### config.mk
export PLATFORM = sky130hd
export DESIGN_NAME = shift_right_ctrl_flat
export DESIGN_NICKNAME = d
export VERILOG_FILES = /design/src/rtl/shift_right_ctrl_if.sv /design/src/rtl/shift_right_ctrl.sv /design/src/flat_wrapper.sv
export SDC_FILE = /design/constraint.sdc
export NUM_CORES = 1
export LEC_CHECK = 0
export ABC_AREA = 1
export BUFFER_PORTS_ARGS = -buffer_cell sky130_fd_sc_hd__buf_2
export CAP_MARGIN = 20
export CORE_ASPECT_RATIO = 1.75
export CORE_MARGIN = 3
export CORE_UTILIZATION = 55
export CTS_CLUSTER_DIAMETER = 40
export CTS_CLUSTER_SIZE = 10
export DETAILED_ROUTE_END_ITERATION = 6
export GPL_TIMING_DRIVEN = 1
export PLACE_DENSITY = 0.84
export SETUP_SLACK_MARGIN = 0.1
export SLEW_MARGIN = 20
export SYNTH_ARGS = -nofsm -noshare
export SYNTH_HDL_FRONTEND = slang
export SYNTH_SLANG_ARGS = --single-unit
### constraint.sdc
create_clock -name clk -period 7 [get_ports clk]
set_input_delay 0.7 -clock clk [delete_from_list [all_inputs] [get_ports clk]]
set_output_delay 0.7 -clock clk [all_outputs]
set_load 0.005 [all_outputs]
### src/rtl/shift_right_ctrl_if.sv
// ---------------------------------------------------------------------------
// shift_right_ctrl_if
// Purpose : bundles the request/response handshake of shift_right_ctrl.
// Signals :
//    in_valid / in_ready        request handshake (requester -> block)
//    in_data[49:0]              operand, ten 5-bit groups (group g = [5g+4:5g])
//    in_amt[3:0]                shift amount in groups
//    in_fill[4:0]               pattern written into vacated groups
//    out_valid / out_ready      result handshake (block -> consumer)
//    out_data[49:0]             shifted result
//    busy                       block is not idle
//    out_err                    only with SHIFT_RIGHT_CTRL_ERR_EN: amount > 10
// Modports: master = requester/consumer side, slave = shift_right_ctrl.
// ---------------------------------------------------------------------------
interface shift_right_ctrl_if;
   logic        in_valid;
   logic        in_ready;
   logic [49:0] in_data;
   logic [3:0]  in_amt;
   logic [4:0]  in_fill;
   logic        out_valid;
   logic        out_ready;
   logic [49:0] out_data;
   logic        busy;
`ifdef SHIFT_RIGHT_CTRL_ERR_EN
   logic        out_err;
`endif

   modport master (
      output in_valid, in_data, in_amt, in_fill, out_ready,
`ifdef SHIFT_RIGHT_CTRL_ERR_EN
      input  out_err,
`endif
      input  in_ready, out_valid, out_data, busy
   );

   modport slave (
      input  in_valid, in_data, in_amt, in_fill, out_ready,
`ifdef SHIFT_RIGHT_CTRL_ERR_EN
      output out_err,
`endif
      output in_ready, out_valid, out_data, busy
   );
endinterface

### src/rtl/shift_right_ctrl.sv
// ---------------------------------------------------------------------------
// shift_right_ctrl
// Purpose : multi-cycle right shift of a 50-bit word by whole 5-bit groups.
//           The shift is done in passes of at most 4 groups per cycle, with
//           in_fill written into every vacated group. The result is held in
//           DONE until the consumer accepts it.
// Ports   :
//    clk   rising-edge clock
//    rst   synchronous active-high reset
//    bus   shift_right_ctrl_if.slave (request/response handshake, busy)
// Config  : define SHIFT_RIGHT_CTRL_ERR_EN to add bus.out_err, flagging a
//           requested amount above 10. Without it, such amounts are treated
//           as 10.
// ---------------------------------------------------------------------------
module shift_right_ctrl (
   input  logic                 clk,
   input  logic                 rst,
   shift_right_ctrl_if.slave    bus
);

   typedef enum logic [1:0] {
      IDLE  = 2'd0,
      SHIFT = 2'd1,
      DONE  = 2'd2
   } state_t;

   state_t      state_q, state_d;
   logic [49:0] work_q,  work_d;
   logic [4:0]  fill_q,  fill_d;
   logic [3:0]  rem_q,   rem_d;

   logic [3:0]  step;
   logic [3:0]  rem_after;
   logic [49:0] shifted;

   // Groups of the working register extended by four copies of the fill,
   // so that a pass of up to 4 groups can index past group 9 without any
   // out-of-range selection.
   logic [4:0]  ext_grp [0:13];

   assign step      = (rem_q > 4'd4) ? 4'd4 : rem_q;
   assign rem_after = rem_q - step;

   generate
      for (genvar gi = 0; gi < 14; gi++) begin : g_ext
         if (gi < 10) begin : g_word
            assign ext_grp[gi] = work_q[gi*5 +: 5];
         end else begin : g_fill
            assign ext_grp[gi] = fill_q;
         end
      end
      for (genvar gi = 0; gi < 10; gi++) begin : g_shift
         logic [3:0] src_idx;
         assign src_idx              = 4'(gi) + step;
         assign shifted[gi*5 +: 5]   = ext_grp[src_idx];
      end
   endgenerate

`ifdef SHIFT_RIGHT_CTRL_ERR_EN
   logic err_q, err_d;
`endif

   always_comb begin
      state_d = state_q;
      work_d  = work_q;
      fill_d  = fill_q;
      rem_d   = rem_q;
`ifdef SHIFT_RIGHT_CTRL_ERR_EN
      err_d   = err_q;
`endif
      case (state_q)
         IDLE: begin
            if (bus.in_valid) begin
               work_d  = bus.in_data;
               fill_d  = bus.in_fill;
               // Amounts above 10 clear every group, exactly like 10.
               rem_d   = (bus.in_amt > 4'd10) ? 4'd10 : bus.in_amt;
`ifdef SHIFT_RIGHT_CTRL_ERR_EN
               err_d   = (bus.in_amt > 4'd10);
`endif
               state_d = (bus.in_amt == 4'd0) ? DONE : SHIFT;
            end
         end
         SHIFT: begin
            work_d = shifted;
            rem_d  = rem_after;
            if (rem_after == 4'd0) begin
               state_d = DONE;
            end
         end
         DONE: begin
            if (bus.out_ready) begin
               state_d = IDLE;
`ifdef SHIFT_RIGHT_CTRL_ERR_EN
               err_d   = 1'b0;
`endif
            end
         end
         default: begin
            state_d = IDLE;
         end
      endcase
   end

   always_ff @(posedge clk) begin
      if (rst) begin
         state_q <= IDLE;
         work_q  <= '0;
         fill_q  <= '0;
         rem_q   <= '0;
`ifdef SHIFT_RIGHT_CTRL_ERR_EN
         err_q   <= 1'b0;
`endif
      end else begin
         state_q <= state_d;
         work_q  <= work_d;
         fill_q  <= fill_d;
         rem_q   <= rem_d;
`ifdef SHIFT_RIGHT_CTRL_ERR_EN
         err_q   <= err_d;
`endif
      end
   end

   assign bus.in_ready  = (state_q == IDLE);
   assign bus.out_valid = (state_q == DONE);
   assign bus.busy      = (state_q != IDLE);
   assign bus.out_data  = work_q;
`ifdef SHIFT_RIGHT_CTRL_ERR_EN
   assign bus.out_err   = err_q;
`endif

endmodule

### src/flat_wrapper.sv
// flat-port wrapper written by rule: the top's interface ports become plain ports
module shift_right_ctrl_flat 
  (clk, rst, bus_in_valid, bus_in_data, bus_in_amt, bus_in_fill, bus_out_ready, bus_in_ready, bus_out_valid, bus_out_data, bus_busy);
  shift_right_ctrl_if bus_i ();
  input  logic clk;
  input  logic rst;
  input wire logic [$bits(bus_i.in_valid)-1:0] bus_in_valid;
  input wire logic [$bits(bus_i.in_data)-1:0] bus_in_data;
  input wire logic [$bits(bus_i.in_amt)-1:0] bus_in_amt;
  input wire logic [$bits(bus_i.in_fill)-1:0] bus_in_fill;
  input wire logic [$bits(bus_i.out_ready)-1:0] bus_out_ready;
  output wire logic [$bits(bus_i.in_ready)-1:0] bus_in_ready;
  output wire logic [$bits(bus_i.out_valid)-1:0] bus_out_valid;
  output wire logic [$bits(bus_i.out_data)-1:0] bus_out_data;
  output wire logic [$bits(bus_i.busy)-1:0] bus_busy;
  assign bus_i.in_valid = bus_in_valid;
  assign bus_i.in_data = bus_in_data;
  assign bus_i.in_amt = bus_in_amt;
  assign bus_i.in_fill = bus_in_fill;
  assign bus_i.out_ready = bus_out_ready;
  assign bus_in_ready = bus_i.in_ready;
  assign bus_out_valid = bus_i.out_valid;
  assign bus_out_data = bus_i.out_data;
  assign bus_busy = bus_i.busy;
  shift_right_ctrl u_core (.clk(clk), .rst(rst), .bus(bus_i));
endmodule
==> impl_summary.txt, run 1 <==
----------------------------------------------------
[Synth]
  Main combinational cell family by area after synthesis ... simple AND/OR/NAND/NOR gates
  Yosys warnings ... 0
  Share of the synthesized netlist area taken by xor and xnor gates ... 0%
  Synth Register Bits ... 61
  Cells after Synth ... approximately 1.0k
  Area share of and/or/nand/nor cells after synthesis ... between 40% and 50%
  Synth Area per Inst ... 5.440 µm²
  Sequential cell area fraction in the yosys report ... 21.46%
  Share of synthesized cell area in full adder, half adder and majority cells ... 1.759%
  Post-synth design cell area ... about 5700 µm²
  Fraction of the mapped netlist area in compound gates ... between 10% and 20%
  Share of cell area taken by muxes after synthesis ... 0%
  Count of unique library cells instantiated by Yosys ... 28
  Synthesized Nets ... roughly 1.1k

[STA]
  Count of final setup violators ... 0
  Setup tns final ... 0 ps
  Max_slew headroom ... between 30% and 40%
  Pins Over Slew Limit ... 0
  Setup Skew ... ~8.2 ps
  Worst path setup slack after routing ... about 2500 ps
  Period utilisation layout ... 63.90%
  RSZ-0062 raised after global routing ... false
  Clock period minus final worst setup slack ... 4473 ps
  Final number of hold-violating endpoints ... 0
  Timing-limited maximum frequency ... around 220 MHz
  Slew at the pin closest to its max-slew limit ... about 980 ps

[CTS]
  Quantity of gates resized following cts ... 0
  Buffers from clock root to sink, at most ... 2
  Post-CTS setup buffer count ... 0
  Cts bufs inserted ... 9
  Skew-Pair Late Insertion Delay ... between 300 and 400 ps
  Clock transition at the registers of the reported paths ... approximately 60 ps
  Clock tree from TritonCTS ... done
  Number of hold buffers added after cts ... 0
  Clock root cell ... sky130_fd_sc_hd__clkbuf_16
  CTS HTree Levels ... 3
  Clock net sink count ... 61

[Power]
  Total leakage power ... approximately 3.4 nW
  Fraction of power consumed by the clock network ... 16.9%
  Int Pwr ... 1.440 mW
  Switching share of power ... between 50% and 60%
  Net Switching ... between 1.5 and 2 mW
  Pwr Density ... 484.7 nW/µm²
  Reg power frac ... between 10% and 20%
  Maximum vdd drop ... between 0.0003 and 0.0004 V
  Logic pwr share ... ~65%

[Finish]
  Final std cells w/o fill ... roughly 1.2k
  Most used cells in the layout excluding fill and tap cells ... sky130_fd_sc_hd__nand2_1 (281), sky130_fd_sc_hd__nand3_1 (276), sky130_fd_sc_hd__buf_2 (115), sky130_fd_sc_hd__a21oi_1 (101), sky130_fd_sc_hd__inv_1 (91)
  Most common library cell in the layout ignoring fill and taps ... sky130_fd_sc_hd__nand2_1
  Final design area excluding fillers ... ~6500 µm²
  Number of antenna diodes ... 0
  Fraction of layout instances using a drive strength above 1 ... around 14%
  Number of nets in the layout ... 1,178
  Number of fill cells ... around 1.1k
  Area delta synth->final ... 14.05%
  Utilization after layout ... between 60% and 70%

[GRT]
  Vias in the first global route ... approximately 6.7k
  Total track usage ... about 37%
  Largest net degree at the start of global routing ... between 50 and 60
  Initial antenna violation count ... 0
  Wire length of the first global-routing pass ... between 30,000 and 40,000 µm
  Total gr overflow ... 0

[Setup path]
  Worst Setup SP ... u_core.rem_q[2]
  Startpoint Class ... flop
  Required arrival time at the worst endpoint ... slightly above 7000 ps
  Largest driver fanout on the critical path ... 41
  Setup slack of the worst register-to-register path ... 2530 ps
  Crit Path Category ... reg -> reg
  CP Data Arrival Time ... about 4700 ps
  Critical path cell sequence ... nor2_4 > nand2_1 > buf_4 > inv_1 > buf_4 > ha_1 > inv_1 > nand2_1 > nand2_1 > nand2_1 > inv_1 > a21oi_1 > nand2_1 > nand2_1 > a21oi_1
  Cell mode on critical path ... sky130_fd_sc_hd__nand2_1
  Critical register-to-register path startpoint ... u_core.rem_q[2]
  Crit path capture type ... flop
  Gate family responsible for the most delay along the worst path ... buffers and inverters
  Combined buffer and inverter count along the critical path ... 5
  Reg-to-Reg End ... u_core.bus.out_data[28]
  Instance count on the critical path ... 15
  Crit path to ... u_core.bus.out_data[28]
  Worst R2R Path Depth ... 15
  Highest cell delay on the worst timing path ... ~840 ps
  Slowest library cell on the worst path ... sky130_fd_sc_hd__ha_1

[Place]
  Number of buffers inserted by port buffering ... 115
  Estimated wirelength of the detail-placed design ... 16,190 µm
  Cell area reported after detailed placement ... approximately 6000 µm²
  Number of cells in the design after placement ... 1,221
  Post-placement worst setup slack ... 2701 ps
  Final weighted congestion of routability-driven global placement ... roughly 1.0

[Detailed routing]
  Via total after detailed routing ... around 7.5k
  Wire length after detailed routing ... around 22,000 µm
  Number of nets with antenna violations after detailed routing ... 0
  DRC violations left ... 0
  Drt wl/cell ... approximately 18 µm
  First-pass DRT Iterations ... 6
  First-iteration detailed-routing DRC count ... approximately 910
  DR vias/cell ... ~6

[Floorplan]
  Die X-Extent ... between 80 and 90 µm
  Die extent in y ... 140.6 µm
  Number of primary I/O pins ... ~120
  Effective utilization at floorplan ... between 50 and 60%
  Core ar. ... between 9000 and 10,000 µm²
  Number of rows in the core area ... 48
  Area of the die ... ~12,000 µm²

[Outcome]
  Outcome ... completed

[Min path]
  Worst min-delay path class ... reg -> reg

[Flow run]
  Reported max-cap violation count ... 0

----------------------------------------------------
-- flip-flops by register name, indices dropped and copies added (netlist names) --
| register | cells |
|---|---|
| u_core.state_q | 2 |
| u_core.bus.out_data | 50 |
| u_core.rem_q | 4 |
| u_core.fill_q | 5 |
-- Yosys cell counts, drive strengths merged --
cell type,number,share of area [%]
nor2,63,4.4
clkbuf,35,2.3
or2,1,0.11
a31oi,2,0.22
nand2,285,19
nand3,276,24
a221oi,3,0.46
dfxtp,61,21
inv,97,6.4
conb,1,0.066
o41ai,1,0.15
a21oi,101,8.9
buf,38,3.8
o211ai,4,0.53
and2,1,0.11
clkinv,1,0.066
nand4,1,0.11
ha,8,1.8
o21ai,67,5.9
-- tightest hold or removal path, stage by stage, from the launching register on --
cell and delay, ps:
sky130_fd_sc_hd__dfxtp_1 320, sky130_fd_sc_hd__nand2_1 60, sky130_fd_sc_hd__a21oi_1 50
-- layer usage --
layer	share of wire, %	routed length, µm	vias up	GRT usage, %
li1	-	-	3593	-
met1	38	8295	3350	44.32
met2	47	10350	407	58.80
met3	7.5	1640	100	5.533
met4	7.6	1679	0	26.18
met5	0	0	-	0
-- kinds of logic (layout without fill, tap and decap cells) --
kind of cell,after synthesis,after routing
AOI/OAI and AO/OA,178,178
other,1,1
and+or+nand+nor,627,627
adders and majority gates,8,8
DFF,61,61
buffers and inverters,171,237
-- through the flow --
step           power [mW]  hold slack [ps]
6_report            3.146            478.9
5_1_grt             3.404            504.4
2_1_floorplan       2.043            473.6
3_3_place_gp        2.546            465.4
3_5_place_dp        2.556            473.7
4_1_cts             3.091            483.1
-- worst min-delay path by stage --
stage / start / endpoint / slack [ps] / cells past startpoint
final: u_core.bus.out_data[31] / u_core.bus.out_data[31] / 480 / 2
after global routing: u_core.bus.out_data[31] / u_core.bus.out_data[31] / 500 / 2
after CTS: u_core.bus.out_data[26] / u_core.bus.out_data[26] / 480 / 2
after detailed placement: u_core.bus.out_data[26] / u_core.bus.out_data[26] / 470 / 2
after global placement: u_core.bus.out_data[26] / u_core.bus.out_data[26] / 470 / 2
after floorplan: u_core.bus.out_data[10] / u_core.bus.out_data[10] / 470 / 2
-- cell type report --
| class | instances | area [µm²] | area share, % |
|---|---|---|---|
| Tap cell | 125 | 156.4 | 2.410 |
| Clock inverter | 7 | 122.6 | 1.889 |
| Clock buffer | 9 | 225.2 | 3.470 |
| Multi-Input combinational cell | 814 | 3761 | 57.95 |
| Sequential cell | 61 | 1221 | 18.82 |
| Inverter | 98 | 367.9 | 5.668 |
| Timing Repair Buffer | 123 | 635.6 | 9.794 |
-- power by group through the flow --
stage / Sequential, mW / Clock [mW] / Combinational (mW)
2_1_floorplan: 0.545 / 0 / 1.50
3_3_place_gp: 0.558 / 0 / 1.99
3_5_place_dp: 0.564 / 0 / 1.99
4_1_cts: 0.558 / 0.532 / 2.00
5_1_grt: 0.574 / 0.549 / 2.28
6_report: 0.563 / 0.531 / 2.05
Power figures use the tool's default switching activity.
==> run 2: changes to the inputs <==
Clock period 7 ns to 4.2 ns, I/O delays scaled along.
==> run 2 against run 1 <==
  * Cell count up 0.16%
  * Clock-buffer cell count up 2
  * Sequential power grew 66%
  * Clock power is 56% higher
  * Sequential share of layout area hardly changed
  * Cell area hardly changed
  * Utilization is 0.063 points lower
  * Sequential cell count did not move
  * Critical path type unchanged
==> impl_summary.txt, run 2 (synthesis results as in run 1) <==
----------------------------------------------------
[Place]
  Cell area reported after detailed placement ... ~6200 µm²
  Post-placement worst setup slack ... 1042 ps
  Number of buffers inserted by port buffering ... approximately 120
  Estimated wirelength of the detail-placed design ... roughly 16,000 µm
  Final weighted congestion of routability-driven global placement ... approximately 1.1

[Flow run]
  Reported max-cap violation count ... 0

[STA]
  Pins Over Slew Limit ... 0
  Timing-limited maximum frequency ... between 300 and 400 MHz
  Worst path setup slack after routing ... just under 1000 ps
  Count of final setup violators ... 0
  RSZ-0062 raised after global routing ... false
  Final number of hold-violating endpoints ... 0
  Period utilisation layout ... roughly three quarters
  Max_slew headroom ... between 30% and 40%
  Slew at the pin closest to its max-slew limit ... roughly 1000 ps
  Clock period minus final worst setup slack ... 3214 ps
  Setup tns final ... 0 ps
  Setup Skew ... between 10 and 15 ps

[Power]
  Total leakage power ... ~3.4 nW
  Maximum vdd drop ... 0.0003749 V
  Pwr Density ... between 700 and 800 nW/µm²
  Switching share of power ... between 50% and 60%
  Reg power frac ... 18.1%
  Net Switching ... ~2.8 mW
  Fraction of power consumed by the clock network ... between 10% and 20%
  Int Pwr ... ~2.4 mW
  Logic pwr share ... between 60% and 70%

[Setup path]
  Worst R2R Path Depth ... 11
  Gate family responsible for the most delay along the worst path ... simple AND/OR/NAND/NOR gates
  Crit path capture type ... flop
  Instance count on the critical path ... 11
  Critical path cell sequence ... nor2_4 > nand2_1 > inv_1 > buf_4 > ha_1 > inv_1 > nor2_1 > clkinv_1 > nand3_1 > nand3_1 > a21oi_1
  Largest driver fanout on the critical path ... 32
  Crit Path Category ... reg -> reg
  Required arrival time at the worst endpoint ... roughly 4500 ps
  Highest cell delay on the worst timing path ... 610 ps
  Slowest library cell on the worst path ... sky130_fd_sc_hd__nor2_1
  Combined buffer and inverter count along the critical path ... 4
  Startpoint Class ... flop
  CP Data Arrival Time ... 3490 ps

[Detailed routing]
  First-pass DRT Iterations ... 6
  Wire length after detailed routing ... 21,730 µm
  Number of nets with antenna violations after detailed routing ... 0
  First-iteration detailed-routing DRC count ... 1,213
  DR vias/cell ... approximately 6
  Drt wl/cell ... ~18 µm
  DRC violations left ... 0
  Via total after detailed routing ... between 7k and 8k

[CTS]
  Cts bufs inserted ... 9
  Skew-Pair Late Insertion Delay ... 340 ps
  Buffers from clock root to sink, at most ... 2
  Post-CTS setup buffer count ... 0
  Clock net sink count ... 61
  Clock tree from TritonCTS ... done
  Number of hold buffers added after cts ... 0
  Clock root cell ... sky130_fd_sc_hd__clkbuf_16
  Quantity of gates resized following cts ... 0
  CTS HTree Levels ... 3
  Clock transition at the registers of the reported paths ... 60 ps

[GRT]
  Vias in the first global route ... about 6.7k
  Total gr overflow ... 0
  Initial antenna violation count ... 0
  Total track usage ... 36.21%
  Wire length of the first global-routing pass ... between 30,000 and 40,000 µm
  Largest net degree at the start of global routing ... 56

[Floorplan]
  Core ar. ... 9970 µm²
  Number of rows in the core area ... between 40 and 50
  Die extent in y ... about 140 µm
  Die X-Extent ... around 83 µm
  Area of the die ... between 10,000 and 15,000 µm²
  Effective utilization at floorplan ... around 57%
  Number of primary I/O pins ... 116

[Finish]
  Fraction of layout instances using a drive strength above 1 ... between 10% and 20%
  Most common library cell in the layout ignoring fill and taps ... sky130_fd_sc_hd__nand2_1
  Number of fill cells ... 1,056
  Number of antenna diodes ... 0
  Max FFs per register ... 50
  Number of nets in the layout ... 1,180
  Area delta synth->final ... 13.94%
  Final design area excluding fillers ... roughly 6500 µm²
  Most used cells in the layout excluding fill and tap cells ... sky130_fd_sc_hd__nand2_1 (281), sky130_fd_sc_hd__nand3_1 (276), sky130_fd_sc_hd__buf_2 (115), sky130_fd_sc_hd__a21oi_1 (101), sky130_fd_sc_hd__inv_1 (91)

[Min path]
  Cell depth of the worst min-delay path ... 3
  Worst min-delay path class ... in -> reg

[Outcome]
  Outcome ... completed

----------------------------------------------------
==> run 2: cell types whose count changed in the layout (fill, tap and decap cells not counted), sizes merged <==
cell    change
clkbuf      +2
inv         -1
buf         +2
bufinv      -1
==> run 2: area by class of cell <==
cell class                      instances  area, µm²  share of cell area [%]
Clock buffer                           11      242.7                   3.744
Clock inverter                          5      83.83                   1.293
Inverter                               98      367.9                   5.673
Multi-Input combinational cell        814       3761                   58.01
Sequential cell                        61       1221                   18.83
Tap cell                              125      156.4                   2.412
Timing Repair Buffer                  125      650.6                   10.03
==> run 2: final timing paths <==
kind,startpoint,to,slack (ps)
hold / removal,bus_in_fill[4],u_core.fill_q[4],300
hold reg to reg,u_core.bus.out_data[19],u_core.bus.out_data[19],480
setup reg to reg,u_core.rem_q[3],u_core.bus.out_data[7],990
setup / recovery,u_core.rem_q[3],u_core.bus.out_data[7],990
==> run 2: tightest hold or removal path, cell delays in order <==
cell                     delay [ps]
sky130_fd_sc_hd__buf_2           70
sky130_fd_sc_hd__nor2_1          30
sky130_fd_sc_hd__nor2_1          80
==> run 2: metal layers <==
| layer | vias up | track usage, % | part of all wire [%] |
|---|---|---|---|
| met3 | 105 | 4.768 | 8.6 |
| met4 | 0 | 24.03 | 7.4 |
| met1 | 3320 | 44.21 | 37 |
| met5 | - | 0 | 0 |
| met2 | 475 | 58.97 | 47 |
| li1 | 3584 | - | - |
==> run 2: power by group through the flow <==
stage                     logic [mW]  clock network [mW]  registers [mW]
final                           3.40               0.830           0.932
after detailed placement        3.29                   0           0.936
after global placement          3.27                   0           0.932
after CTS                       3.30               0.830           0.926
after floorplan                 2.50                   0           0.909
after global routing            3.79               0.851           0.954
==> run 2: per-stage QoR <==
step	utilization, %	cells	total power [mW]	hold WS (ps)
after CTS	65.04	1239	5.059	306.3
after global placement	61.76	1223	4.201	464.6
after global routing	65.04	1239	5.592	347.5
after detailed placement	61.76	1223	4.226	472.9
after floorplan	-	1046	3.405	473.6
final	65.04	1239	5.163	299.4
